## src/rtl/mem_stage_pkg.sv

```systemverilog
// Shared widths, encodings and bus layouts for the memory-access stage.
package mem_stage_pkg;

    localparam int unsigned ES_TO_MS_BUS_WD = 109;
    localparam int unsigned MS_TO_WS_BUS_WD = 73;
    localparam int unsigned MS_TO_DS_BUS_WD = 39;

    typedef enum logic [2:0] {
        LOAD_OP_LW   = 3'd0,
        LOAD_OP_LB   = 3'd1,
        LOAD_OP_LBU  = 3'd2,
        LOAD_OP_LH   = 3'd3,
        LOAD_OP_LHU  = 3'd4,
        LOAD_OP_LWL  = 3'd5,
        LOAD_OP_LWR  = 3'd6,
        LOAD_OP_NONE = 3'd7
    } load_op_e;

    typedef enum logic [1:0] {
        MS_IDLE = 2'd0,
        MS_WAIT = 2'd1,
        MS_DONE = 2'd2
    } ms_state_e;

    typedef struct packed {
        load_op_e    load_op;
        logic        mem_req;
        logic [3:0]  rf_we;
        logic [4:0]  dest;
        logic [31:0] alu_result;
        logic [31:0] rt_value;
        logic [31:0] pc;
    } es_to_ms_bus_t;

    typedef struct packed {
        logic [3:0]  rf_we;
        logic [4:0]  dest;
        logic [31:0] final_result;
        logic [31:0] pc;
    } ms_to_ws_bus_t;

    typedef struct packed {
        logic        fwd_valid;
        logic        fwd_ready;
        logic [4:0]  dest;
        logic [31:0] result;
    } ms_to_ds_bus_t;

endpackage

```

## src/rtl/mem_stage_load_align.sv

```systemverilog
// Combinational load-data alignment and extension, including LWL/LWR merge
// with the per-byte register-file write strobe.
module mem_stage_load_align
    import mem_stage_pkg::*;
(
    input  load_op_e    i_load_op,
    input  logic [31:0] i_alu_result,
    input  logic [31:0] i_rdata,
    input  logic [31:0] i_rt_value,
    input  logic [3:0]  i_rf_we,
    output logic [31:0] o_result_c,
    output logic [3:0]  o_we_c
);

    logic [1:0]  w_a;
    logic [7:0]  w_byte;
    logic [15:0] w_half;

    assign w_a    = i_alu_result[1:0];
    assign w_half = w_a[1] ? i_rdata[31:16] : i_rdata[15:0];

    always_comb begin
        w_byte = i_rdata[7:0];
        case (w_a)
            2'd1:    w_byte = i_rdata[15:8];
            2'd2:    w_byte = i_rdata[23:16];
            2'd3:    w_byte = i_rdata[31:24];
            default: w_byte = i_rdata[7:0];
        endcase
    end

    always_comb begin
        o_result_c = i_alu_result;
        o_we_c     = i_rf_we;
        case (i_load_op)
            LOAD_OP_LW:  o_result_c = i_rdata;
            LOAD_OP_LB:  o_result_c = {{24{w_byte[7]}}, w_byte};
            LOAD_OP_LBU: o_result_c = {24'd0, w_byte};
            LOAD_OP_LH:  o_result_c = {{16{w_half[15]}}, w_half};
            LOAD_OP_LHU: o_result_c = {16'd0, w_half};
            LOAD_OP_LWL: begin
                case (w_a)
                    2'd0: begin o_result_c = {i_rdata[7:0],  i_rt_value[23:0]}; o_we_c = 4'b1000; end
                    2'd1: begin o_result_c = {i_rdata[15:0], i_rt_value[15:0]}; o_we_c = 4'b1100; end
                    2'd2: begin o_result_c = {i_rdata[23:0], i_rt_value[7:0]};  o_we_c = 4'b1110; end
                    default: begin o_result_c = i_rdata; o_we_c = 4'b1111; end
                endcase
            end
            LOAD_OP_LWR: begin
                case (w_a)
                    2'd1: begin o_result_c = {i_rt_value[31:24], i_rdata[31:8]};  o_we_c = 4'b0111; end
                    2'd2: begin o_result_c = {i_rt_value[31:16], i_rdata[31:16]}; o_we_c = 4'b0011; end
                    2'd3: begin o_result_c = {i_rt_value[31:8],  i_rdata[31:24]}; o_we_c = 4'b0001; end
                    default: begin o_result_c = i_rdata; o_we_c = 4'b1111; end
                endcase
            end
            default: begin
                o_result_c = i_alu_result;
                o_we_c     = i_rf_we;
            end
        endcase
    end

endmodule

```

## src/rtl/mem_stage.sv

```systemverilog
// Memory-access pipeline stage: holds one instruction, waits for its SRAM
// response, aligns load data and hands off to write-back with bypass to decode.
module mem_stage
    import mem_stage_pkg::*;
(
    input  logic                       clk,
    input  logic                       reset,
    input  logic                       ws_allowin,
    output logic                       ms_allowin,
    input  logic                       es_to_ms_valid,
    input  logic [ES_TO_MS_BUS_WD-1:0] es_to_ms_bus,
    output logic                       ms_to_ws_valid,
    output logic [MS_TO_WS_BUS_WD-1:0] ms_to_ws_bus,
    output logic [MS_TO_DS_BUS_WD-1:0] ms_to_ds_bus,
    input  logic                       data_sram_data_ok,
    input  logic [31:0]                data_sram_rdata
);

    es_to_ms_bus_t w_es_bus;
    ms_to_ws_bus_t w_ws_bus;
    ms_to_ds_bus_t w_ds_bus;

    ms_state_e   r_state;
    ms_state_e   w_state_nxt;
    logic        r_ms_valid;
    load_op_e    r_load_op;
    logic [3:0]  r_rf_we;
    logic [4:0]  r_dest;
    logic [31:0] r_alu_result;
    logic [31:0] r_rt_value;
    logic [31:0] r_pc;
    logic [31:0] r_rdata_buf;

    logic        w_data_ok_wait;
    logic        w_ready_go;
    logic        w_accept;
    logic        w_handoff;
    logic [31:0] w_rdata;
    logic [31:0] w_result;
    logic [3:0]  w_we;

    assign w_es_bus = es_to_ms_bus_t'(es_to_ms_bus);

    // Responses only count while a request is outstanding; strays are dropped.
    assign w_data_ok_wait = (r_state == MS_WAIT) && data_sram_data_ok;
    assign w_ready_go     = (r_state == MS_IDLE) || (r_state == MS_DONE) || w_data_ok_wait;
    assign ms_allowin     = !r_ms_valid || (w_ready_go && ws_allowin);
    assign ms_to_ws_valid = r_ms_valid && w_ready_go;
    assign w_accept       = es_to_ms_valid && ms_allowin;
    assign w_handoff      = ms_to_ws_valid && ws_allowin;

    always_ff @(posedge clk or posedge reset) begin
        if (reset) begin
            r_state    <= MS_IDLE;
            r_ms_valid <= 1'b0;
        end else begin
            r_state <= w_state_nxt;
            if (ms_allowin) begin
                r_ms_valid <= es_to_ms_valid;
            end
        end
    end

    always_comb begin
        w_state_nxt = r_state;
        case (r_state)
            MS_IDLE: begin
                if (w_accept) begin
                    w_state_nxt = w_es_bus.mem_req ? MS_WAIT : MS_IDLE;
                end
            end
            MS_WAIT: begin
                if (data_sram_data_ok) begin
                    if (w_accept) begin
                        w_state_nxt = w_es_bus.mem_req ? MS_WAIT : MS_IDLE;
                    end else if (w_handoff) begin
                        w_state_nxt = MS_IDLE;
                    end else begin
                        w_state_nxt = MS_DONE;
                    end
                end
            end
            MS_DONE: begin
                if (w_accept) begin
                    w_state_nxt = w_es_bus.mem_req ? MS_WAIT : MS_IDLE;
                end else if (w_handoff) begin
                    w_state_nxt = MS_IDLE;
                end
            end
            default: w_state_nxt = MS_IDLE;
        endcase
    end

    // Payload and response buffer carry no reset; they are qualified by valid/state.
    always_ff @(posedge clk) begin
        if (w_accept) begin
            r_load_op    <= w_es_bus.load_op;
            r_rf_we      <= w_es_bus.rf_we;
            r_dest       <= w_es_bus.dest;
            r_alu_result <= w_es_bus.alu_result;
            r_rt_value   <= w_es_bus.rt_value;
            r_pc         <= w_es_bus.pc;
        end
        if (w_data_ok_wait) begin
            r_rdata_buf <= data_sram_rdata;
        end
    end

    assign w_rdata = (r_state == MS_WAIT) ? data_sram_rdata : r_rdata_buf;

    mem_stage_load_align u_load_align (
        .i_load_op    (r_load_op),
        .i_alu_result (r_alu_result),
        .i_rdata      (w_rdata),
        .i_rt_value   (r_rt_value),
        .i_rf_we      (r_rf_we),
        .o_result_c   (w_result),
        .o_we_c       (w_we)
    );

    always_comb begin
        w_ws_bus.rf_we        = w_we;
        w_ws_bus.dest         = r_dest;
        w_ws_bus.final_result = w_result;
        w_ws_bus.pc           = r_pc;

        w_ds_bus.fwd_valid = r_ms_valid && (|w_we);
        w_ds_bus.fwd_ready = w_ready_go;
        w_ds_bus.dest      = r_dest;
        w_ds_bus.result    = w_result;
    end

    assign ms_to_ws_bus = w_ws_bus;
    assign ms_to_ds_bus = w_ds_bus;

endmodule

```

## config.mk

```make
export PLATFORM = sky130hd
export DESIGN_NAME = mem_stage
export DESIGN_NICKNAME = d
export VERILOG_FILES = /design/src/rtl/mem_stage_pkg.sv /design/src/rtl/mem_stage_load_align.sv /design/src/rtl/mem_stage.sv
export SDC_FILE = /design/constraint.sdc
export NUM_CORES = 1
export LEC_CHECK = 0
export CAP_MARGIN = 0
export CORE_MARGIN = 2
export CORE_UTILIZATION = 49
export DETAILED_ROUTE_END_ITERATION = 6
export GPL_TIMING_DRIVEN = 0
export PLACE_DENSITY_LB_ADDON = 0.3
export SYNTH_ARGS = -nofsm -noshare
export SYNTH_HDL_FRONTEND = slang
export SYNTH_SLANG_ARGS = --single-unit
```

## constraint.sdc

```tcl
create_clock -name clk -period 10.1 [get_ports clk]
set_clock_uncertainty 0.2 [all_clocks]
set_input_delay 2.02 -clock clk [delete_from_list [all_inputs] [get_ports clk]]
set_output_delay 2.02 -clock clk [all_outputs]
set_load 0.05 [all_outputs]
```

==> summary.md <==
| Metric | Value |
|---|---|
| Post-route ant nets | `0` |
| Final WL | `26900 um` |
| Share of layout cells above drive strength 1 | `0.133` |
| Buf+Inv Stages, Crit Path | `3` |
| First-pass GRT wire length | `39900 um` |
| Register area share after synthesis | `0.581` |
| Vias in the first global route | `6804` |
| Worst Max-Slew Pin Slew | `961 ps` |
| Synth Flop Type | `edfxtp_1` |
| Cts hold-fix bufs | `0` |
| CP max stage delay | `690 ps` |
| Worst Path Arrival | `4970 ps` |
| Crit path time final | `7190 ps` |
| Crit Path Category | `input pin to primary output` |
| Root Buffer | `clkbuf_16` |
| Dpl ws | `2990 ps` |
| Net Count, Synth | `743` |
| Initial antenna violation count | `0` |
| Placed insts | `1041` |
| Post-Synthesis Cells | `597` |
| Post-CTS Setup Bufs | `0` |
| Number of CTS-inserted buffers | `17` |
| Crit end category | `primary output` |
| Clock slew at reported path FFs | `60 ps` |
| Num Clock Sinks | `143` |
| HP Start | `r_state[1]` |
| Min-delay worst type | `flip-flop to flip-flop` |
| Non-filler cells, final | `1073` |
| Cell mode on critical path | `clkdlybuf4s50_1` |
| Layout net count | `1022` |
| # DRC | `0` |
| Initial Util | `0.505` |
| Worst-path maximum fanout | `5` |
| Top achievable clock speed | `139 MHz` |
| Static leakage | `0.00397 uW` |
| Synth cell types | `63` |
| Detailed placer's ending HPWL | `19800 um` |
| Leading cell type in the layout, fill and taps excluded | `clkdlybuf4s50_1` |
| Reg2reg setup slack | `7710 ps` |
| Slew Viols, Final | `0` |
| Depth of the most critical reg-to-reg path | `5` |
| Async SR Flop Fraction | `0.0210` |
| H-Tree Depth | `4` |
| IO Count | `260` |
| Fin area | `10800 um^2` |
| Gr usage total | `0.336` |
| Top cells by area, synth | `edfxtp_1 (57%), mux2i_1 (6.0%), buf_4 (3.9%), nor2_1 (3.3%), a21oi_1 (3.3%)` |
| Worst vdd ir | `0.000162 V` |
| Iteration-0 DRC Markers | `803` |
| Die width | `127 um` |
| Post-Syn Area | `7370 um^2` |
| CP required | `7880 ps` |
| Core ar. | `14600 um^2` |
| Synth top area share | `0.570` |
| Flops & latches, synth | `143` |
| Grt total ovfl | `0` |
| Setup ws final | `2910 ps` |
| CTS tree | `done` |
| Critical Path Start | `data_sram_rdata[2]` |
| Most frequent cells in the layout | `clkdlybuf4s50_1 (259), edfxtp_1 (140), nor2_1 (64)` |
| Critical Path, Cell by Cell | `clkdlybuf4s50_1 > mux2i_1 > o21ai_0 > a2111oi_0 > a31oi_1 > buf_4 > clkdlybuf4s50_1` |
| Reg2Reg Launch Point | `r_state[1]` |
| Mean Syn Cell Area | `12.3 um^2` |
| FF-to-FF End | `r_pc[25]` |
| CP Launch Type | `input pin` |
| Status | `completed` |
| Port Buffer Count | `259` |
| RSZ-0062 raised after global routing | `no` |
| Finish-stage setup viols | `0` |
| Pwr dens | `182 nW/um^2` |
| Fin crit share | `0.712` |
| Worst-Skew Late Latency | `440 ps` |
| Synth Warn # | `0` |
| Routed WL per cell | `25.1 um` |
| Max Cap Violations | `0` |
| Headroom to the max-slew limit | `0.357` |
| Pre-antenna DRT Iters | `5` |
| Die area | `16000 um^2` |
| Post-synth top area cell | `edfxtp_1` |
| # resized after CTS | `0` |
| Placed cell area | `10200 um^2` |
| Vias | `6517` |
| Num rows | `44` |
| Setup TNS | `0 ps` |
| N_diodes | `0` |
| EDFF count, synth | `140` |
| Largest net degree at the start of global routing | `81` |
| Final GP Congestion | `0.959` |
| Vias/cell | `6.07` |
| Max Buffers Root-to-Sink | `2` |
| CP max-delay cell | `clkdlybuf4s50_1` |
| Worst Hold Depth | `1` |
| P&R area growth vs syn | `46.7%` |
| Die H | `127 um` |
| Final Hold Fails | `0` |
| Crit-path leading delay family | `buffers and inverters` |
| Hold endpoint | `r_state[0]` |
Yosys cell counts, drive strengths merged (6+ instances only):
cell    count
edfxtp    140
nor2       67
buf        56
a21oi      55
mux2i      46
nand2      43
o21ai      23
clkbuf     16
a221oi     14
o21a       13
o221ai     12
o22ai      12
a31oi      10
mux4        9
or2         8
a32oi       6
nand2b      6
state kept, by name, indices dropped and copies added, names as in the netlist:
register      cells
r_rt_value       32
r_ms_valid        1
r_state           2
r_load_op         3
r_pc             32
r_rf_we           4
r_dest            5
r_rdata_buf      32
r_alu_result     32
worst max path at each step:
| stage | to | slack, ps | depth (start not counted) |
|---|---|---|---|
| after detailed placement | ms_to_ws_bus[52] | 2990 | 9 |
| final | ms_to_ws_bus[42] | 2910 | 7 |
| after CTS | ms_to_ws_bus[52] | 2970 | 9 |
| after global placement | ms_to_ws_bus[42] | 2950 | 7 |
| after global routing | ms_to_ws_bus[52] | 2870 | 8 |
| after floorplan | ms_to_ws_bus[63] | 3820 | 5 |
layer usage:
layer | routed length, um | vias up | GRT usage
met3 | 2960 | 72 | 0.102
li1 | - | 2827 | -
met2 | 13000 | 484 | 0.553
met1 | 10100 | 3134 | 0.415
met4 | 855 | 0 | 0.137
met5 | 0 | - | 0
through the flow:
stage | hold slack (ps) | total power [uW] | util
final | 313 | 1970 | 0.741
after floorplan | 254 | 1110 | -
after CTS | 313 | 1970 | 0.741
after detailed placement | 302 | 1340 | 0.701
after global routing | 335 | 2020 | 0.741
after global placement | 277 | 1330 | 0.699
kinds of logic (layout without fill, tap and decap cells):
kind of cell    Yosys count  after routing  synth area share
flops                   143            143             0.581
simple gates            144            144            0.0885
compound gates          172            172             0.162
buf+inv                  79            371            0.0698
mux                      59             59            0.0993
worst reg2reg max path, cell delays in order, from the launching register on:
cell,delay (ps)
dfrtp_1,410
o21ai_0,310
nand2_1,90
nand2_1,120
and2_4,470
buf_16,370
final cells by class:
cell class / instances / area, um^2
flip-flops and latches: 143 / 4280
plain buffers: 72 / 488
multi-input cells: 375 / 2590
fillers: 905 / 3770
well taps: 184 / 230
inverters: 7 / 26.3
repair buffers: 260 / 2620
clock buffers: 18 / 429
clock inverters: 14 / 155
power breakdown:
part	switching (uW)	internal, uW	leakage (uW)	total [uW]
sequential	15.2	695	0.00135	710
clock	265	368	0.000285	633
combinational	392	238	0.00233	630
Note: power is estimated with default switching activity, not from simulation.
